===== config.mk =====
export PLATFORM = sky130hd
export DESIGN_NAME = npi_ict_rd
export DESIGN_NICKNAME = d
export VERILOG_FILES = /design/src/rtl/npi_ict_rd.sv
export SDC_FILE = /design/constraint.sdc
export NUM_CORES = 1
export LEC_CHECK = 0
export ABC_AREA = 1
export CORE_MARGIN = 5
export CORE_UTILIZATION = 54
export CTS_BUF_LIST = sky130_fd_sc_hd__clkbuf_4
export CTS_CLUSTER_DIAMETER = 50
export DETAILED_ROUTE_END_ITERATION = 7
export GPL_TIMING_DRIVEN = 0
export HOLD_SLACK_MARGIN = 0.02
export PLACE_DENSITY = 0.88
export SLEW_MARGIN = 0
export SYNTH_ARGS = -nofsm -noshare
export SYNTH_HDL_FRONTEND = slang
export SYNTH_SLANG_ARGS = --single-unit

===== constraint.sdc =====
create_clock -name Clk -period 5.5 [get_ports Clk]
set_clock_uncertainty 0.1 [all_clocks]
set_input_delay 0.55 -clock Clk [delete_from_list [all_inputs] [get_ports Clk]]
set_output_delay 0.55 -clock Clk [all_outputs]
set_load 0.02 [all_outputs]

===== src/rtl/npi_ict_rd.sv =====
// NPI interconnect read-return path: status FIFO of issued reads, NPI read FIFO popper, per-port beat steering.
// Optional feature macro NPI_ICT_RD_STAT_EN adds a saturating completed-burst counter in npi_ict_rd_state[31:25].
module npi_ict_rd #(
  parameter int C_NUM_PORTS      = 4,
  parameter int C_PIM_DATA_WIDTH = 64,
  parameter int C_RDFIFO_LATENCY = 1,
  parameter int C_STS_AWIDTH     = 3
) (
  input  logic                        Clk,
  input  logic                        Rst,
  input  logic [2:0]                  rdsts_nr,
  input  logic [5:0]                  rdsts_len,
  input  logic                        rdsts_wren,
  output logic                        rdsts_afull,
  input  logic [C_PIM_DATA_WIDTH-1:0] PIM_RdFIFO_Data,
  input  logic                        PIM_RdFIFO_Empty,
  output logic                        PIM_RdFIFO_Pop,
  output logic                        PIM_RdFIFO_Flush,
  output logic [C_PIM_DATA_WIDTH-1:0] RspData,
  output logic [C_NUM_PORTS-1:0]      RspPush,
  output logic [C_NUM_PORTS-1:0]      RspLast,
  input  logic [C_NUM_PORTS-1:0]      RspAfull,
  output logic [31:0]                 npi_ict_rd_state
);

  localparam int STS_DEPTH = 1 << C_STS_AWIDTH;
  localparam int STS_CW    = C_STS_AWIDTH + 1;
  localparam logic [3:0] NUM_PORTS_W = 4'(C_NUM_PORTS);

  localparam logic [0:0] S_IDLE = 1'b0;
  localparam logic [0:0] S_DATA = 1'b1;

  typedef struct packed {
    logic       valid;
    logic [2:0] nr;
    logic       last;
  } tag_t;

  function automatic logic nr_ok(input logic [2:0] nr);
    return {1'b0, nr} < NUM_PORTS_W;
  endfunction

  // ---------------------------------------------------------------------------
  // Status FIFO (first-word-fall-through), entries are {nr, len}
  // ---------------------------------------------------------------------------
  logic [8:0]              sts_mem_q [STS_DEPTH];
  logic [C_STS_AWIDTH-1:0] sts_wr_ptr_q, sts_wr_ptr_d;
  logic [C_STS_AWIDTH-1:0] sts_rd_ptr_q, sts_rd_ptr_d;
  logic [STS_CW-1:0]       sts_cnt_q, sts_cnt_d;
  logic                    sts_empty, sts_full, sts_push, sts_pop;
  logic                    ovf_q, ovf_d;
  logic [8:0]              sts_head;
  logic [2:0]              head_nr;
  logic [5:0]              head_len;

  assign sts_empty = (sts_cnt_q == '0);
  assign sts_full  = (sts_cnt_q == STS_CW'(STS_DEPTH));
  assign sts_push  = rdsts_wren & (~sts_full | sts_pop);
  assign sts_head  = sts_mem_q[sts_rd_ptr_q];
  assign head_nr   = sts_head[8:6];
  assign head_len  = sts_head[5:0];

  assign rdsts_afull = ~Rst & (sts_cnt_q >= STS_CW'(STS_DEPTH - 2));

  // NOTE: storage array carries no reset; pointers and count alone decide which entries are valid.
  always_ff @(posedge Clk) begin
    if (sts_push) begin
      sts_mem_q[sts_wr_ptr_q] <= {rdsts_nr, rdsts_len};
    end
  end

  always_comb begin
    sts_wr_ptr_d = sts_wr_ptr_q;
    sts_rd_ptr_d = sts_rd_ptr_q;
    sts_cnt_d    = sts_cnt_q;
    ovf_d        = ovf_q | (rdsts_wren & ~sts_push);
    if (sts_push) sts_wr_ptr_d = sts_wr_ptr_q + 1'b1;
    if (sts_pop)  sts_rd_ptr_d = sts_rd_ptr_q + 1'b1;
    case ({sts_push, sts_pop})
      2'b10:   sts_cnt_d = sts_cnt_q + 1'b1;
      2'b01:   sts_cnt_d = sts_cnt_q - 1'b1;
      default: sts_cnt_d = sts_cnt_q;
    endcase
  end

  // ---------------------------------------------------------------------------
  // Burst FSM: pull one status entry, then pop its beats from the NPI read FIFO
  // ---------------------------------------------------------------------------
  logic [0:0] state_q, state_d;
  logic [2:0] cur_nr_q, cur_nr_d;
  logic [5:0] beats_q, beats_d;
  logic       badnr_q, badnr_d;
  logic       rd_pop;
  logic [7:0] afull_ext;
  logic       port_afull;

  assign afull_ext  = 8'(RspAfull);
  assign port_afull = afull_ext[cur_nr_q];

  // NOTE: every combinational output gets a default before the case so no latch is inferred.
  always_comb begin
    state_d  = state_q;
    cur_nr_d = cur_nr_q;
    beats_d  = beats_q;
    badnr_d  = badnr_q;
    sts_pop  = 1'b0;
    rd_pop   = 1'b0;
    case (state_q)
      S_IDLE: begin
        if (!sts_empty) begin
          sts_pop = 1'b1;
          // A zero-length entry is consumed without starting a burst.
          if (head_len != 6'd0) begin
            cur_nr_d = head_nr;
            beats_d  = head_len;
            state_d  = S_DATA;
            if (!nr_ok(head_nr)) badnr_d = 1'b1;
          end
        end
      end
      default: begin
        rd_pop = ~PIM_RdFIFO_Empty & ~port_afull;
        if (rd_pop) begin
          beats_d = beats_q - 6'd1;
          if (beats_q == 6'd1) state_d = S_IDLE;
        end
      end
    endcase
  end

  assign PIM_RdFIFO_Pop = rd_pop & ~Rst;

  // ---------------------------------------------------------------------------
  // Tag pipeline aligning {valid, nr, last} with the read data latency
  // ---------------------------------------------------------------------------
  tag_t tag_in, tag_out;

  assign tag_in = '{valid: PIM_RdFIFO_Pop, nr: cur_nr_q, last: (beats_q == 6'd1)};

  generate
    if (C_RDFIFO_LATENCY == 0) begin : g_lat0
      assign tag_out = tag_in;
    end else begin : g_latn
      tag_t tag_pipe_q [C_RDFIFO_LATENCY];
      always_ff @(posedge Clk) begin
        if (Rst) begin
          for (int i = 0; i < C_RDFIFO_LATENCY; i++) tag_pipe_q[i] <= '0;
        end else begin
          tag_pipe_q[0] <= tag_in;
          for (int i = 1; i < C_RDFIFO_LATENCY; i++) tag_pipe_q[i] <= tag_pipe_q[i-1];
        end
      end
      assign tag_out = tag_pipe_q[C_RDFIFO_LATENCY-1];
    end
  endgenerate

  // ---------------------------------------------------------------------------
  // Registered response outputs; beats of an out-of-range port decode to no strobe
  // ---------------------------------------------------------------------------
  logic [C_NUM_PORTS-1:0]      port_onehot;
  logic [C_NUM_PORTS-1:0]      rsp_push_q, rsp_push_d;
  logic [C_NUM_PORTS-1:0]      rsp_last_q, rsp_last_d;
  logic [C_PIM_DATA_WIDTH-1:0] rsp_data_q, rsp_data_d;

  always_comb begin
    port_onehot = '0;
    for (int p = 0; p < C_NUM_PORTS; p++) begin
      if (tag_out.nr == 3'(p)) port_onehot[p] = 1'b1;
    end
    rsp_push_d = tag_out.valid ? port_onehot : '0;
    rsp_last_d = (tag_out.valid & tag_out.last) ? port_onehot : '0;
    rsp_data_d = tag_out.valid ? PIM_RdFIFO_Data : rsp_data_q;
  end

  assign RspData = rsp_data_q;
  assign RspPush = rsp_push_q;
  assign RspLast = rsp_last_q;

  // ---------------------------------------------------------------------------
  // Flush: held through reset and for one cycle after
  // ---------------------------------------------------------------------------
  logic flush_q;

  assign PIM_RdFIFO_Flush = Rst | flush_q;

  // NOTE: state registers use non-blocking assignments so every flop samples pre-edge values.
  always_ff @(posedge Clk) begin
    flush_q <= Rst;
    if (Rst) begin
      state_q      <= S_IDLE;
      cur_nr_q     <= '0;
      beats_q      <= '0;
      badnr_q      <= 1'b0;
      ovf_q        <= 1'b0;
      sts_wr_ptr_q <= '0;
      sts_rd_ptr_q <= '0;
      sts_cnt_q    <= '0;
      rsp_push_q   <= '0;
      rsp_last_q   <= '0;
      rsp_data_q   <= '0;
    end else begin
      state_q      <= state_d;
      cur_nr_q     <= cur_nr_d;
      beats_q      <= beats_d;
      badnr_q      <= badnr_d;
      ovf_q        <= ovf_d;
      sts_wr_ptr_q <= sts_wr_ptr_d;
      sts_rd_ptr_q <= sts_rd_ptr_d;
      sts_cnt_q    <= sts_cnt_d;
      rsp_push_q   <= rsp_push_d;
      rsp_last_q   <= rsp_last_d;
      rsp_data_q   <= rsp_data_d;
    end
  end

  // ---------------------------------------------------------------------------
  // Debug status word
  // ---------------------------------------------------------------------------
  logic [6:0] stat_field;
  logic [3:0] sts_cnt_dbg;

  assign sts_cnt_dbg = 4'(sts_cnt_q);

`ifdef NPI_ICT_RD_STAT_EN
  logic [6:0] burst_cnt_q, burst_cnt_d;

  always_comb begin
    burst_cnt_d = burst_cnt_q;
    if ((|rsp_last_d) && (burst_cnt_q != 7'h7f)) burst_cnt_d = burst_cnt_q + 7'd1;
  end

  always_ff @(posedge Clk) begin
    if (Rst) burst_cnt_q <= '0;
    else     burst_cnt_q <= burst_cnt_d;
  end

  assign stat_field = burst_cnt_q;
`else
  assign stat_field = 7'd0;
`endif

  assign npi_ict_rd_state = {stat_field, PIM_RdFIFO_Empty, afull_ext, sts_cnt_dbg,
                             beats_q, cur_nr_q, badnr_q, ovf_q, state_q};

endmodule


Word level (Yosys, flattened, before mapping)

Memory sizes are Yosys's and may differ from the RTL's. A register that Yosys moved wholly into a read port is not among the register bits.
Cells that the tools add are included.

Register bits after elaboration: 95
Memory bits (writable): 77
Input bits: 81
Output and inout port bits: 107
Word-level logic and storage cells: 89
Memories kept: 2

Memories:

| name              | words | width | rd ports | clocked after memory_dff | wr ports | RTL line | RTL |
|---|---|---|---|---|---|---|---|
| sts_mem_q         | 8     | 9     | 1        | 1                        | 1        | 46       | `logic [8:0] sts_mem_q [STS_DEPTH];` |
| g_latn.tag_pipe_q | 1     | 5     | 1        | 0                        | 1        | 144      | `tag_t tag_pipe_q [C_RDFIFO_LATENCY];` |

Add/sub/neg operators: 5
Order comparisons: 3
Equal/unequal tests: 9
Multiplexer cells: 28
Bitwise logic cells: 19
Reductions and logical operators: 11

Operators with widths:

| operator                                                                     | number |
|---|---|
| 6-bit two-way mux                                                            | 4 |
| 1-bit two-way mux                                                            | 19 |
| 1-bit inverter                                                               | 10 |
| 4-bit one-hot mux with 2 select lines                                        | 1 |
| 3-bit by 1-bit adder with 3-bit output, second input constant                | 2 |
| 1-bit AND                                                                    | 6 |
| 3-bit by 2-bit == test with 1-bit output, second input constant              | 2 |
| 6-bit by 1-bit == test with 1-bit output, second input constant              | 1 |
| 3-bit two-way mux                                                            | 2 |
| 3-bit AND reduction                                                          | 2 |
| 6-bit nonzero test                                                           | 1 |
| 6-bit by 1-bit subtractor with 6-bit output, second input constant           | 1 |
| 5-bit two-way mux                                                            | 1 |
| 5-bit OR reduction                                                           | 1 |
| 4-bit by 1-bit adder with 4-bit output, second input constant                | 1 |
| 4-bit == test, second input constant                                         | 1 |
| 4-bit by 3-bit >= comparator with 1-bit output, second input constant        | 1 |
| 4-bit zero test                                                              | 1 |
| 3-bit by 4-bit less-than comparator with 1-bit output, second input constant | 1 |
| 2-bit by 1-bit != test with 1-bit output, second input constant              | 2 |
| 4-bit AND reduction                                                          | 1 |
| 2-bit nonzero test                                                           | 2 |
| 2-bit OR reduction                                                           | 2 |
| 4-bit by 1-bit subtractor with 4-bit output, second input constant           | 1 |
| other kinds (7)                                                              | 9 |

Longest topological paths before layout

Gate-level depths: netlist of run 1.

Depth in word-level cells: 8
Gate-level depth with buffers: 14

Worst setup path before layout of run 1

No wires, ideal clock.

Kind: input-to-output
Start: in RspAfull[3]
End: out PIM_RdFIFO_Pop
Data arrival time: 1.704 ns
Required time: 4.850 ns
Slack: 3.146 ns
Stages on the path: 7
Cells stage by stage: nand2_1 -> nand3_1 -> a31o_2 -> or2_1 -> clkbuf_1 -> buf_2 -> nor2_1

Word-level cells in the longest chain between the ends: 6

Ends and longest elaborated chain:

| item                                      | RTL line | RTL |
|---|---|---|
| start: declaration                        | 22       | `input logic [C_NUM_PORTS-1:0] RspAfull,` |
| 1-bit binary-select mux with 3-bit select | 98       | `assign port_afull = afull_ext[cur_nr_q];` |
| 1-bit two-way mux (implied by the code)   | 98       |  |
| 1-bit inverter                            | 122      | `rd_pop = ~PIM_RdFIFO_Empty & ~port_afull;` |
| 1-bit AND                                 | 122      |  |
| 1-bit two-way mux                         | 108      | `case (state_q)` |
| 1-bit AND                                 | 131      | `assign PIM_RdFIFO_Pop = rd_pop & ~Rst;` |
| end: declaration                          | 17       | `output logic PIM_RdFIFO_Pop,` |

No other way between the ends. The select of a mux whose other input is x is not followed.

Worst setup path in the final report of run 1

Start: reg cur_nr_q[0]
End: out PIM_RdFIFO_Pop

Word-level cells in the longest chain between the ends: 6

Ends and longest elaborated chain:

| item                                      | RTL line | RTL |
|---|---|---|
| start: declaration                        | 90       | `logic [2:0] cur_nr_q, cur_nr_d;` |
| start signal: assignment                  | 203      | `cur_nr_q <= cur_nr_d;` |
| 1-bit binary-select mux with 3-bit select | 98       |  |
| 1-bit two-way mux (implied by the code)   | 98       |  |
| 1-bit inverter                            | 122      |  |
| 1-bit AND                                 | 122      |  |
| 1-bit two-way mux                         | 108      |  |
| 1-bit AND                                 | 131      |  |

No other way between the ends. The select of a mux whose other input is x is not followed.

==> reports/results.txt, run 1 <==
The per-cell routed wire length was 16.56 um; the starting density of the core was 55.31%. In this run the remaining antenna-violating nets after routing total 0. The count of nets after finishing was 1,079.

The share of async-settable or async-resettable flops after synthesis was 0%. Measured along the x axis, the die boundary spans 123.9 um. The synthesized netlist occupies a cell area of 7008 sq um. The maximum vdd drop was 0.0002719 V. The worst hold path class is reg2reg. Internal power comes to 2286 uW.

By area the synthesized netlist is led by edfxtp_1 31%, dfxtp_1 29%, nor2_1 10%. Power comes to 3655 uW. The worst setup path is captured at an output pin. The run finished with clean final reports. On the worst path, the slowest cell contributes a delay of 0.64 ns. Setup repair after global routing left no endpoint under its margin. The net switching share of the total power is 37.44%. Entering global routing, the biggest net connects 17 pins. The type of the worst setup path is reg2out.

Total number of vias: 5,980. The standard cell with the maximum stage delay on the critical path is clkdlybuf4s50_1. In this run the power spent charging and discharging nets is 1368 uW.

The required arrival time at the worst endpoint was 4.85 ns; the HPWL after detailed placement was 14.33 mm. After clock tree synthesis, the clock-pin slew on the worst setup and hold paths is 0.13 ns. Setup slack closes at 2.019 ns. The number of endpoints with negative hold slack in the final report is 0. After synthesis the netlist holds a flip-flop and latch count of 175.

The die covers 15,360 sq um. The run gives 2 as the maximum clock insertion buffer count. TritonCTS created 17 clock buffers. During synthesis, Yosys emitted a total of 0 warnings. The data arrival time of the critical path was 2.83 ns.

At the end of routability-driven placement, the weighted congestion stood at 0.8301. The number of port buffers works out to 176. On the final layout, the worst hold slack is 0.3830 ns. For the pre-CTS setup slack, the log shows 2.127 ns. Wires add up to 19.48 mm. The signal on the critical path passes through inv_2 > nand2_1 > nand3_1 > a31o_2 > or2_1 > clkbuf_1 > buf_2 > nor2_1 > clkdlybuf4s50_1.

The worst path uses 63.30% of the clock period. The maximum level of the CTS H-tree was 4; the largest fanout on the critical path was 10. The logic gate share of total power is 38.4%. TritonCTS built the clock tree. Of all cell types, the one taking the most synthesized area is edfxtp_1. Averaged over all synthesized cells, the footprint is 8.916 sq um. Counting both buffers and inverters, the worst setup path holds a total of 4. The run gives 0.003814 uW as the reported leakage power. The synthesis-to-layout area growth was 32.26%; the gate count of the mapped netlist was 786.

For the finished layout, the period the worst path requires is 3.481 ns. Number of global-route vias before repair: 5,802. Setup violations remaining at the end of the flow were counted as 0. Ranked by instance count, the synthesized netlist is headed by 196 x nor2_1, 110 x nand2_1, 103 x dfxtp_1.

The number of buffers added to fix hold violations after cts was 0; the power density over the cells was 394.3 nW/um^2. The share of the Yosys chip area taken by registers is 60.27%. Worst max-slew margin expressed relative to the limit: 31.69%. The top cell type by area accounts for 30.85% of the synthesized area. The aggregate negative setup slack came out at 0 ns.

Library cell used as clock root buffer: clkbuf_4. The total track usage is 25.38%. The initialized floorplan defines 41 standard-cell rows.

The run gives 0 as the final max-slew violation count. The most common cell in the synthesized netlist is nor2_1. For this run, the leading register cell type out of synthesis is dfxtp_1. The number of setup buffers added after CTS is 0. Based on the critical path, the design can be clocked at up to 287.3 MHz. The count of cells resized by post-cts repair came out at 0. The part of the total power dissipated in the clock network came out at 18.1%. The logs give 916 for the number of fillers in the final layout and 5 for the number of detailed-route iterations in the first pass. Clock latency on the worst-skew pair, taken at its later pin, is 0.57 ns. The power share of the sequential group came out at 43.5%.

In this run, synthesis inferred 72 flip-flops with an integrated enable. After floorplanning, the core was sized to cover 12,670 sq um. The fraction of final layout cells with drive strength greater than 1 is 7.869%.

The actual slew at the worst max-slew pin was 1.021 ns; the chip height was 123.9 um. Counting distinct cell types in the post-synthesis netlist gives 34. STA classifies the critical path startpoint as a flip-flop.

For the number of top-level pins, the log shows 188. In this design, the largest share of critical-path delay is due to buffers and inverters. The logs give 0 for the initial antenna violation count and 0 for the max-cap check violation count. The vias per cell was 5.085; the utilization after layout was 73.15%. The tools report the first-pass GRT wire length as 29.43 mm.

The total overflow left after global routing is 0. The CTS sink count was 175; the number of design-rule violations left by the first detailed-router iteration was 527. The number of antenna diodes in the final layout is 0. The number of design rule violations left after detail routing was 0.
[registers in the layout, indices dropped and copies added, names as in the netlist, named ones only]
name / cells
ovf_q: 1
cur_nr_q: 3
beats_q: 6
g_latn.tag_pipe_q: 5
flush_q: 1
RspLast: 4
sts_cnt_dbg: 4
RspData: 64
sts_mem_q: 72
RspPush: 4
badnr_q: 1
sts_rd_ptr_q: 3
sts_wr_ptr_q: 3
state_q: 1
[power by group through the flow]
stage          sequential (uW)  clock [uW]  combinational [uW]
6_report                  1590         660                1400
5_1_grt                   1610         728                1540
4_1_cts                   1590         668                1400
3_5_place_dp              1620           0                1390
3_3_place_gp              1610           0                1350
2_1_floorplan             1710           0                 774
[cell families (layout without fill, tap and decap cells)]
family | after synthesis | after routing | share of synthesized area, %
compound gates | 117 | 117 | 9.034
xor+xnor | 3 | 3 | 0.3750
fa+ha+maj | 7 | 7 | 1.250
buf+inv | 116 | 324 | 8.034
flops | 175 | 175 | 60.27
other cells | 1 | 11 | 0.05351
simple gates | 367 | 367 | 20.98
[metal layers]
| metal | track usage, % | routed length [um] |
|---|---|---|
| met1 | 29.96 | 7252 |
| met2 | 42.62 | 9781 |
| met3 | 9.446 | 2036 |
| met4 | 9.035 | 410 |
| met5 | 0 | 0 |
[cells in the final DEF (no fill, tap or decap), types with 11 or more instances in the layout]
| cell type | n |
|---|---|
| edfxtp_1 | 72 |
| buf_4 | 23 |
| clkbuf_1 | 25 |
| o21ai_0 | 85 |
| nor2_1 | 196 |
| clkdlybuf4s50_1 | 176 |
| a21oi_1 | 13 |
| nand2_1 | 110 |
| conb_1 | 11 |
| dfxtp_1 | 103 |
| clkbuf_4 | 20 |
| inv_1 | 51 |
| nand3_1 | 50 |
[cell type report]
| cell class | count | area, sq um | share of cell area, % |
|---|---|---|---|
| Buffer | 59 | 349.1 | 3.766 |
| Clock buffer | 20 | 150.1 | 1.620 |
| Clock inverter | 12 | 96.34 | 1.039 |
| Inverter | 57 | 214.0 | 2.308 |
| Multi-Input combinational cell | 505 | 2258 | 24.37 |
| Sequential cell | 175 | 4224 | 45.57 |
| Tap cell | 172 | 215.2 | 2.322 |
| Timing Repair Buffer | 176 | 1762 | 19.01 |
[per-stage QoR]
step,cells,cell area [sq um]
global placement,1144,9022
CTS,1176,9269
floorplan,796,7046
detailed placement,1144,9022
finish,1176,9269
global route,1176,9269
[path summary, 6_finish.rpt]
kind                                     start                            to  slack, ns  depth (start not counted)
hold / removal    sts_rd_ptr_q[2]$_SDFFE_PP0P_  sts_rd_ptr_q[2]$_SDFFE_PP0P_       0.38                          2
setup / recovery      cur_nr_q[0]$_SDFFE_PP0P_                PIM_RdFIFO_Pop       2.02                          9
setup reg to reg            state_q$_SDFF_PP0_   sts_cnt_dbg[2]$_SDFFE_PP0P_       2.93                         13
hold reg to reg   sts_rd_ptr_q[2]$_SDFFE_PP0P_  sts_rd_ptr_q[2]$_SDFFE_PP0P_       0.38                          2
[worst min-delay path, delay by kind of cell (launching register included)]
family	cells	cell delay, ns
AO/OA/AOI/OAI	1	0.07
buffers and inverters	1	0.05
flip-flops	1	0.34
(Power assumes the default switching activity.)
==> run 2: changes to the inputs <==
Settings changed: CORE_UTILIZATION 54 to 50, PLACE_DENSITY 0.88 to 0.82.
Clock period 5.5 ns to 3.5 ns, I/O delays scaled along.
==> reports/results.txt, run 2 (same netlist as run 1, synthesis figures left out) <==
The flow ran to the end, and the final reports show no timing, DRC or antenna violations. The number of design rule violations left after detail routing was 0 (unchanged). The root buffer cell chosen for the clock tree is clkbuf_4.

The type of the worst setup path is reg2out. The final critical delay including setup and external delays works out to 3.283 ns. The largest stage delay on the critical path is 0.65 ns (about the same). The final max-slew violation count is 0 (unchanged). Worst flop-to-flop path startpoint: state_q$_SDFF_PP0_. The final antenna diode count came out at 0 (unchanged).

The per-cell routed wire length works out to 15.83 um (-4.5%). The final worst hold slack is 0.2410 ns (-0.1420 ns), and the total track usage is 22.58% (-2.8 points). The tools report the maximum vdd drop as 0.0003191 V (+17%). The largest fanout on the critical path was 10 (unchanged); the largest net degree at the start of global routing was 17 (unchanged). The tools report the number of fillers in the final layout as 1,104 (+21%). The logs give 188 (unchanged) for the number of top-level pins and 3.05 ns (-1.80 ns) for the required arrival time at the worst endpoint. The logs give 5 (unchanged) for the number of detailed-route iterations in the first pass and 0.58 ns (about the same) for the clock latency reported for the late side of the worst-skew pair. The tools report the number of buffers inserted by post-CTS setup repair as 0 (unchanged). The tightest min-delay check is of the in2reg type.

The maximum level of the CTS H-tree was 4 (unchanged); the total instance count after detailed placement was 1,152 (+0.70%). The number of design-rule violations left by the first detailed-router iteration was 521 (-1.1%); the starting density of the core was 50.68% (-4.6 points). The chip height was 128.4 um (+3.6%); the total length of routed wires was 18.74 mm (-3.8%). The tools report the origin of the worst min-delay path as PIM_RdFIFO_Data[55]. The gate family responsible for the most delay along the worst path was buffers and inverters. The total number of vias is 5,877 (-1.7%). The tools report the kind of end point of the critical path as an output pin. The run gives 0 (unchanged) as the initial antenna violation count.

The library cell used most frequently in the layout, excluding fill and tap cells, is nor2_1. The number of global-route vias before repair was 5,702 (-1.7%). The signal on the critical path passes through inv_2 > nand2_1 > nand3_1 > a31o_2 > or2_1 > clkbuf_1 > buf_2 > nor2_1 > clkdlybuf4s50_1. The maximum clock frequency came out at 304.6 MHz. The CTS sink count is 175 (unchanged). Tracing the worst setup path back leads to its startpoint at cur_nr_q[0]$_SDFFE_PP0P_.

The clock input transition at the sequential cells of the worst setup and hold paths came out at 0.13 ns (about the same). For the first-pass GRT wire length, the log shows 28.85 mm (-2.0%). Number of endpoints with negative hold slack in the final report: 0 (unchanged). The data arrival time of the critical path was 2.83 ns (about the same); the number of flip-flops under the largest register name was 72 (unchanged). Full die area: 16,480 sq um (+7.3%).

Count of standard-cell rows: 43 (+4.9%). Setup repair after global routing left no endpoint under its margin. The HPWL after detailed placement is 13.64 mm (-4.8%). The run gives 0.003847 uW (+0.86%) as the reported leakage power. The tools report the count of placed standard cells in the final layout, fillers left out as 1,184 (+0.68%). Core box area: 13,830 sq um (+9.1%). The weighted congestion at the end of routability-driven global placement is 0.8234 (-0.81%), and the number of port buffers is 176 (unchanged).

Number of buffers added to fix hold violations after cts: 0 (unchanged). In the layout the commonest cells are 196 x nor2_1, 176 x clkdlybuf4s50_1, 110 x nand2_1. The synthesis-to-layout area growth is 33.12%, and the horizontal die dimension is 128.4 um (+3.6%).

TritonCTS built the clock tree. The actual slew at the worst max-slew pin was 1.035 ns (+0.01371 ns). Residual antenna-violating net count after detailed routing: 0 (unchanged). The tools report the aggregate negative setup slack as 0 ns (unchanged). The logs give 1,079 (unchanged) for the count of nets after finishing and 0 (unchanged) for the count of cells resized by post-cts repair.

The maximum clock insertion buffer count is 2 (unchanged), and the total grt overflow is 0 (unchanged). The power density over the cells was 630.4 nW/um^2 (+60%). The standard cell with the maximum stage delay on the critical path is clkdlybuf4s50_1. Count of buffer and inverter cells on the critical path: 4 (unchanged). Counting flops per register, the top entry is sts_mem_q. Fraction of final layout cells with drive strength greater than 1: 8.068% (+0.20 points).

The worst setup path is launched from a flip-flop. The worst max-slew margin expressed relative to the limit is 30.77% (-0.92 points). The final critical path takes up 93.79% of the cycle. The final setup violation count was 0 (unchanged). The vias per cell came out at 4.964 (-2.4%).

The logs give 0 (unchanged) for the max-cap check violation count and 17 (unchanged) for the total CTS buffers.
run 2: cell types whose count changed in the layout (fill, tap and decap cells not counted), sizes merged:
cell / previous run / this run
clkinvlp: 3 / 1
bufinv: 1 / 3
run 2: through the flow:
| stage | total power [uW] | setup WS (ns) | area, sq um | util (%) |
|---|---|---|---|---|
| after floorplan | 3898 | 1.258 | 7046 | - |
| after global placement | 4661 | 0.4932 | 9032 | 65.32 |
| after detailed placement | 4712 | 0.5082 | 9032 | 65.32 |
| after CTS | 5889 | 0.1906 | 9329 | 67.47 |
| after global routing | 6225 | 0.03718 | 9329 | 67.47 |
| final | 5881 | 0.2174 | 9329 | 67.47 |
run 2: final timing paths:
| kind | endpoint | slack (ns) | cells after the start |
|---|---|---|---|
| min reg2reg | badnr_q$_SDFFE_PP0P_ | 0.37 | 2 |
| max reg2reg | sts_cnt_dbg[3]$_SDFFE_PP0P_ | 1.06 | 11 |
| min | RspData[55]$_SDFFE_PP0P_ | 0.24 | 3 |
| max | PIM_RdFIFO_Pop | 0.22 | 9 |
run 2: final cells by class:
class / count / area (sq um) / area share, %
multi-input cells: 505 / 2258 / 24.21
clock inverters: 12 / 146.4 / 1.569
plain buffers: 59 / 349.1 / 3.742
flip-flops and latches: 175 / 4224 / 45.28
clock buffers: 20 / 150.1 / 1.609
repair buffers: 176 / 1762 / 18.88
well taps: 180 / 225.2 / 2.414
inverters: 57 / 214.0 / 2.293
run 2: report_power, final:
part / total [uW] / switching [uW] / internal (uW)
Clock: 1190 / 677 / 514
Sequential: 2500 / 151 / 2350
Combinational: 2190 / 1310 / 877
run 2: metal layers:
metal	part of all wire [%]	track usage, %	wire, um
met3	9.5	8.178	1776
met4	2.5	9.238	465
met1	39	27.52	7365
met5	0	0	0
met2	49	36.50	9132
run 2: worst reg2reg max path, delay by kind of cell (launching register included):
kind | cells | cell delay (ns)
AOI/OAI and AO/OA | 4 | 0.45
DFF | 1 | 0.41
xor gates and xnor gates | 1 | 0.23
and+or+nand+nor | 3 | 0.65
buffers and inverters | 2 | 0.22
adders and majority gates | 1 | 0.27
==> run 3: changes to the inputs <==
Settings changed: REMOVE_ABC_BUFFERS set to 1, SETUP_SLACK_MARGIN set to 0.2.
==> reports/results.txt, run 3 (same netlist as run 1, synthesis figures left out) <==
The tools report the clock latency reported for the late side of the worst-skew pair as 0.56 ns (-0.02 ns). The number of port buffers was 176 (unchanged); the max-cap check violation count was 0 (unchanged). The nature of the critical path startpoint is a flip-flop. The total track usage is 21.31% (-1.3 points). The gate family responsible for the most delay along the worst path was simple AND/OR/NAND/NOR gates. The final max-slew violation count came out at 0 (unchanged). The run gives 11.85 mm (-13%) as the HPWL after detailed placement.

The run gives 5,438 (-4.6%) as the number of global-route vias before repair. The count of buffer and inverter cells on the critical path was 2 (-2); the number of top-level pins was 188 (unchanged). The run gives 0 (unchanged) as the final setup violation count. The detailed-routed wire length on met3 was 1.611 mm (-9.3%); the fraction of final layout cells with drive strength greater than 1 was 5.808% (-2.3 points).

For the worst max-slew margin expressed relative to the limit, the log shows 27.11% (-3.7 points). The logs give 65 (+48) for the largest net degree at the start of global routing and 0 (unchanged) for the residual antenna-violating net count after detailed routing. The tools report the starting density of the core as 50.68% (unchanged).

The number of detailed-route iterations in the first pass was 6 (+1); the maximum clock insertion buffer count was 2 (unchanged). The logs give 0 ns (unchanged) for the aggregate negative setup slack and 4228 sq um (about the same) for the sequential standard cell area. The initial antenna violation count is 0 (unchanged), and the maximum clock frequency is 320.4 MHz (+5.2%). The actual slew at the worst max-slew pin is 1.089 ns (+0.05473 ns).

The utilization after layout is 65.65% (-1.8 points). Reported leakage power: 0.003675 uW (-4.5%). In the layout the commonest cells are 196 x nor2_1, 176 x clkdlybuf4s50_1, 110 x nand2_1. For the count of standard-cell rows, the log shows 43 (unchanged).

TritonCTS built the clock tree. The logs give 0.0003630 V (+14%) for the maximum vdd drop and 2258 sq um (unchanged) for the total area of multi-input combinational cells. The portion of the clock cycle consumed by the worst path in the final layout is 89.16% (-4.6 points), and the met2 wire length is 8.523 mm (-6.7%).

The worst setup path is of the reg2out kind. For the total CTS buffers, the log shows 17 (unchanged). The most common cell after layout, fill and taps aside is nor2_1.

The horizontal die dimension works out to 128.4 um (unchanged). For the register-to-register path setup slack, the log shows 0.62 ns (-0.44 ns). The final critical delay including setup and external delays works out to 3.121 ns (-0.1619 ns). Count of nets after finishing: 1,022 (-5.3%).

The signal on the critical path passes through inv_2 > nand2_1 > nand3_1 > a31o_2 > or2_1 > nor2_1 > clkdlybuf4s50_1. The depth of the worst hold-timing path came out at 3 (unchanged). For hold timing, the worst endpoint is RspData[2]$_SDFFE_PP0P_. The run gives 13,830 sq um (unchanged) as the core box area. The number of flip-flops under the largest register name was 72 (unchanged); the total length of routed wires was 17.58 mm (-6.2%). The number of fillers in the final layout was 1,078 (-2.4%); the total grt overflow was 0 (unchanged). The chip height was 128.4 um (unchanged). The kind of end point of the critical path was an output pin. The per-cell routed wire length is 15.60 um (-1.4%), and the total number of vias is 5,674 (-3.5%). The tools report the number of endpoints with negative hold slack in the final report as 0 (unchanged). The detailed-routing wirelength on met1 came out at 6.912 mm (-6.2%). The tools report the maximum level of the CTS H-tree as 4 (unchanged). In this run the most critical hold path is launched from PIM_RdFIFO_Data[2]. The number of buffers inserted by post-CTS setup repair is 0 (unchanged). The weighted congestion at the end of routability-driven global placement was 0.8203 (-0.38%). The CTS sink count was 175 (unchanged).

The number of design-rule violations left by the first detailed-router iteration came out at 533 (+2.3%). The largest individual stage delay along the critical path comes from the cell clkdlybuf4s50_1. The library cell used as clock root buffer is clkbuf_4. The largest stage delay on the critical path is 0.63 ns (-0.02 ns), and the path depth of the worst reg2reg path is 13 (+2). The clock input transition at the sequential cells of the worst setup and hold paths is 0.14 ns (about the same), and the data arrival time of the critical path is 2.67 ns (-0.16 ns). The required arrival time at the worst endpoint came out at 3.05 ns (about the same). Setup repair after global routing left no endpoint under its margin. The first-pass GRT wire length was 27.39 mm (-5.0%). The flow ran to the end, and the final reports show no timing, DRC or antenna violations.

The power density over the cells was 644.6 nW/um^2 (+2.3%). More flip-flops sit in one register than any other, and that register is sts_mem_q. The path class of the tightest hold or removal check is in2reg.

The logs give 5852 uW (-0.50%) for the post-layout total power and 0 (unchanged) for the number of design rule violations left after detail routing. The full die area came out at 16,480 sq um (unchanged). The endpoint identified for the worst register-to-register timing path is badnr_q$_SDFFE_PP0P_. From synthesis to final layout, the design area changed by 29.53%. The largest fanout on the critical path was 14 (+4). The uppermost layer routed was met4. The vias per cell works out to 5.035 (+1.4%). Final antenna diode count: 0 (unchanged).
==> run 3: cell types whose count changed in the layout (fill, tap and decap cells not counted), moves of 3 or more <==
| cell | before | now |
|---|---|---|
| clkbuf_1 | 25 | 0 |
| buf_4 | 23 | 0 |
| buf_6 | 3 | 0 |
| dfxtp_1 | 103 | 100 |
| buf_2 | 6 | 0 |
| dfxtp_2 | 0 | 3 |
==> run 3: final cells by class <==
cell class              count  area share [%]
flip-flops and latches    175           46.57
clock buffers              18           1.489
multi-input cells         505           24.88
well taps                 180           2.481
inverters                  57           2.371
clock inverters            14           2.357
repair buffers            178           19.85
==> run 3: what timing repair did <==
action,4_1_cts,5_1_grt
pin swaps,0,0
endpoints found under the setup margin,3,1
hold buffers,0,0
gates resized for setup,1,1
==> run 3: worst max-delay path by stage <==
stage	cells after the start	slack, ns	end	start
floorplan	11	1.07	sts_cnt_dbg[3]$_SDFFE_PP0P_	state_q$_SDFF_PP0_
global placement	4	-0.46	RspLast[0]$_SDFF_PP0_	Rst
detailed placement	13	0.1	badnr_q$_SDFFE_PP0P_	flip-flop
CTS	4	0.24	PIM_RdFIFO_Pop	state_q$_SDFF_PP0_
global route	7	0.23	PIM_RdFIFO_Pop	cur_nr_q[0]$_SDFFE_PP0P_
finish	7	0.38	PIM_RdFIFO_Pop	cur_nr_q[0]$_SDFFE_PP0P_
==> run 3: worst reg2reg max path, stage by stage, from the launching register on <==
cell and delay (ns):
dfxtp_2 0.84, inv_2 0.48, nand2_1 0.17, nand2_1 0.06, nand2_1 0.06, nand3_1 0.08
nand2_1 0.15, nand2_1 0.09, nor2_2 0.14, nand2_2 0.09, nand2_4 0.19, nor2_1 0.10
nand3_1 0.17, nand2_1 0.07
==> run 3: stage by stage <==
stage          instances  instance area [sq um]  setup slack (ns)  hold WS (ns)
3_3_place_gp        1093                   8683           -0.4613        0.3480
4_1_cts             1127                   9076            0.2401        0.1976
2_1_floorplan        737                   6696             1.070        0.2777
5_1_grt             1127                   9077            0.2308        0.2119
3_5_place_dp        1095                   8726           0.09580        0.3581
6_report            1127                   9077            0.3794        0.2462
==> run 3: power breakdown <==
group	switching [uW]	leakage, uW	internal, uW
Combinational	1150	0.00201	766
Sequential	243	0.00149	2350
Clock	692	0.000171	646
Total	2090	0.00368	3760
==> run 3: metal layers <==
metal  vias to the layer above  global-route usage (%)
met1                      2565                   26.10
met5                         -                       0
met2                       252                   34.75
li1                       2814                       -
met4                         0                   8.864
met3                        43                   7.015
==> patch 1: new RTL, settings of run 3 <==
The parameter `C_STS_AWIDTH` goes from 3 to 4.
--- a/src/rtl/npi_ict_rd.sv
+++ b/src/rtl/npi_ict_rd.sv
@@ -6,3 +6,3 @@
   parameter int C_RDFIFO_LATENCY = 1,
-  parameter int C_STS_AWIDTH     = 3
+  parameter int C_STS_AWIDTH     = 4
 ) (
Behaviour: not the same (Yosys sat finds a counterexample within 10 cycles, from zero or initial values and one cycle with Rst high).
==> patch 1 against run 3 <==
  * Sequential cell count rose by 76
  * Cell area is 41% higher
  * Area after synthesis up 45%
  * Largest power group unchanged
  * Power increased by 49%
  * First-iteration DRC count grew 55%
  * Worst setup slack better by 0.13 ns
  * Combinational power is 30% higher
  * Wire length increased by 53%
==> patch 1: results <==
{
  "run_status": "finished clean",
  "yosysSeqAreaShare_pct": 63.6,
  "ys_top_cells_by_area": "edfxtp_1, dfxtp_1, nor2_1",
  "nets": 1340,
  "synth_cell_types": 33,
  "cts_max_level": 3,
  "vias_per_cell": 5.27,
  "preCtsSetupSlack_ns": -0.488,
  "grt_max_degree": 69,
  "tns_ns": 0,
  "port_buffers": 176,
  "arrival_ns": 2.54,
  "hpwl_um": 16800,
  "synthArstFlopShare_pct": 0,
  "grt_antenna_before_repair": 1,
  "grt_pass1_wl_um": 41700,
  "cts_max_path_buffers": 3,
  "fill_cells": 1535,
  "synth_edf_count": 144,
  "cts_setup_buffers": 0,
  "drtIter0Drc": 825,
  "ys.flop_type": "edfxtp_1",
  "p_leak_nw": 5.16,
  "ys.warnings.count": 0,
  "synthTopCellsByCount": "nor2_1, nand2_1, edfxtp_1",
  "crit_fanout": 11,
  "cts_buffers": 66,
  "clkTransAtPathRegs_ns": 0.07,
  "track_usage_pct": 22.1,
  "maxSlewHeadroom_pct": 27.2,
  "ir_drop_v": 0.000331,
  "netSwitchingFraction_pct": 34.9,
  "largest_register": "sts_mem_q",
  "largest_register_ff_count": 144,
  "drt_first_pass_iters": 6,
  "clock_latency_ns": 0.68,
  "root_buffer": "clkbuf_4",
  "wl_um": 26900,
  "drive_gt1_share_pct": 9.60,
  "min_path_type": "in -> reg",
  "place_congestion": 0.840,
  "grt_pass1_vias": 8063
}
patch 1: changes by cell type in the layout (fill, tap and decap cells not counted), moves of 4 or more:
cell | run 3 | this run
a21oi_1 | 13 | 22
o21ai_0 | 85 | 112
inv_1 | 51 | 74
o22ai_1 | 0 | 5
clkinv_1 | 1 | 7
a21oi_2 | 7 | 0
o221ai_1 | 2 | 6
nand3_1 | 50 | 77
clkbuf_4 | 18 | 95
nor2_1 | 196 | 225
nand2_1 | 110 | 176
edfxtp_1 | 72 | 144
patch 1: area by class of cell:
type / instances / area, um2 / share of cell area [%]
diodes: 1 / 2.50 / 0.0195
repair buffers: 179 / 1830 / 14.3
clock buffers: 95 / 713 / 5.57
well taps: 270 / 338 / 2.64
clock inverters: 15 / 113 / 0.879
repair inverters: 2 / 15.0 / 0.117
multi-input cells: 669 / 3010 / 23.5
inverters: 80 / 310 / 2.42
flip-flops and latches: 251 / 6480 / 50.6
patch 1: worst max-delay path, cell delays in order (launching register included):
cell             delay [ns]
dfxtp_1                0.42
inv_1                  0.10
a21oi_1                0.15
a221o_1                0.19
nand3_2                0.22
nor2_1                 0.17
clkdlybuf4s50_1        0.64
patch 1: path summary, 6_finish.rpt:
path                            start  slack (ns)                        to  cells after the start
min reg2reg      badnr_q$_SDFFE_PP0P_        0.36      badnr_q$_SDFFE_PP0P_                      2
min               PIM_RdFIFO_Data[49]        0.16  RspData[49]$_SDFFE_PP0P_                      3
max          cur_nr_q[0]$_SDFFE_PP0P_        0.51            PIM_RdFIFO_Pop                      6
max reg2reg                      flop        0.52   beats_q[0]$_SDFFE_PP0P_                     14
patch 1: kinds of logic (layout without fill, tap and decap cells):
group	count (synthesis)	after routing	synth area share (%)
DFF	251	251	63.6
and+or+nand+nor	485	485	19.0
xor gates and xnor gates	6	6	0.516
other	1	12	0.0369
buffers and inverters	159	371	7.38
adders and majority gates	10	10	1.23
AOI/OAI and AO/OA	157	157	8.31
patch 1: stage by stage:
step | std cells | instance area [um2]
after floorplan | 1000 | 9760
after global placement | 1446 | 11900
after detailed placement | 1449 | 11900
after CTS | 1560 | 12800
after global routing | 1562 | 12800
final | 1562 | 12800
patch 1: repair_timing:
| action | in CTS | in global routing |
|---|---|---|
| resized for setup | 4 | 8 |
| setup endpoints to repair | 11 | 13 |
| cloned | 1 | 1 |
patch 1: metal layers:
metal | part of all wire, % | track usage [%] | vias up
li1 | - | - | 3893
met1 | 37 | 26.7 | 3850
met2 | 50 | 37.2 | 423
met3 | 8.7 | 5.28 | 67
met4 | 3.7 | 11.2 | 0
met5 | 0 | 0 | -
patch 1: power groups by stage:
stage	combinational [mW]	clock (mW)	sequential (mW)
finish	2.49	2.57	3.66
global placement	2.28	0	3.75
global route	2.74	2.79	3.69
floorplan	1.24	0	3.86
CTS	2.45	2.59	3.64
detailed placement	2.42	0	3.70
==> patch 2: new RTL, flow settings as in run 3 <==
Made on the original files. One comparison of `sts_cnt_q` changes from == to >=.
--- a/src/rtl/npi_ict_rd.sv
+++ b/src/rtl/npi_ict_rd.sv
@@ -56,3 +56,3 @@
   assign sts_empty = (sts_cnt_q == '0);
-  assign sts_full  = (sts_cnt_q == STS_CW'(STS_DEPTH));
+  assign sts_full  = (sts_cnt_q >= STS_CW'(STS_DEPTH));
   assign sts_push  = rdsts_wren & (~sts_full | sts_pop);
Check against the original RTL: same outputs for any inputs over 4 cycles, from zero or initial values and one cycle with Rst high; that may be too few to reach the edited logic, so the function may still have changed.
==> patch 2 against run 3 <==
  * Cell area shrank 0.21%
  * Sequential cell count unchanged
  * Wire length grew 3.8%
  * Critical path depth is the same
  * Die area fell by 0.22%
  * Power grew 2.1%
  * Worst setup slack better by 0.27 ns
  * Area after synthesis fell by 0.23%
  * Via count is 0.25% lower
  * Count of clock-buffer cells in the layout increased by 2
==> patch 2: results <==
{
  "r2r-end": "beats_q[1]$_SDFFE_PP0P_",
  "synthAdderAreaFrac_pct": 1.25,
  "holdPathEnd": "RspData[3]$_SDFFE_PP0P_",
  "r2r_setup_slack_ns": 0.80,
  "place_congestion": 0.797,
  "fin_hold_ws_ns": 0.248,
  "avgRoutedWirePerCell_um": 16.1,
  "yosysSeqAreaShare_pct": 60.4,
  "grt_antenna_before_repair": 1,
  "nets": 1026,
  "p_per_area_mw_per_mm2": 660,
  "cts_resized": 0,
  "vias": 5660,
  "synth_xor_area_share_pct": 0.501,
  "track_usage_pct": 22.0,
  "pwr-share-comb_pct": 33.7,
  "pwr-share-clk_pct": 22.2,
  "grt_pass1_vias": 5354,
  "run_status": "finished clean",
  "drt_first_pass_iters": 5,
  "ys_top_cells_by_area": "edfxtp_1, dfxtp_1, nor2_1",
  "grt_pass1_wl_um": 27900,
  "synthTopCellsByCount": "nor2_1, nand2_1, dfxtp_1",
  "arrival_ns": 2.40,
  "crit_fanout": 7,
  "wl_um": 18200,
  "syn-instance-count": 787
}
-- patch 2: through the flow --
step | area (um2) | setup TNS [ns] | setup WS (ns)
after floorplan | 6690 | 0 | 1.10
after global placement | 8670 | -33.48 | -0.588
after detailed placement | 8710 | 0 | 0.247
after CTS | 9050 | 0 | 0.237
after global routing | 9060 | 0 | 0.399
final | 9060 | 0 | 0.646
-- patch 2: kinds of logic after synthesis --
family | count (synthesis)
compound gates | 115
flops | 175
other cells | 1
fa+ha+maj | 7
xor+xnor | 4
simple gates | 366
buf+inv | 119
-- patch 2: area by class of cell --
type                            count  area [um2]
Tap cell                          180         225
Sequential cell                   175        4230
Inverter                           63         238
Multi-Input combinational cell    503        2220
Antenna cell                        1        2.50
Timing Repair Buffer              178        1800
Fill cell                        1089        4710
Clock inverter                     12         190
Clock buffer                       20         150
-- patch 2: worst max path at each step --
stage / startpoint / to / slack [ns] / cells after the start
6_report: cur_nr_q[0]$_SDFFE_PP0P_ / PIM_RdFIFO_Pop / 0.65 / 7
5_1_grt: cur_nr_q[0]$_SDFFE_PP0P_ / PIM_RdFIFO_Pop / 0.40 / 7
4_1_cts: flop / beats_q[1]$_SDFFE_PP0P_ / 0.24 / 14
3_5_place_dp: flop / beats_q[3]$_SDFFE_PP0P_ / 0.25 / 14
3_3_place_gp: Rst / RspLast[1]$_SDFF_PP0_ / -0.59 / 4
2_1_floorplan: flop / beats_q[1]$_SDFFE_PP0P_ / 1.10 / 12
-- patch 2: per-layer routing --
layer  vias up  wire length [um]  global-route usage, %  share of wire [%]
met2       193              9020                   35.4                 49
met4         0               619                   10.9                3.4
met1      2604              7490                   27.4                 41
met5         -                 0                      0                  0
met3        47              1110                   5.63                6.1
li1       2816                 -                      -                  -
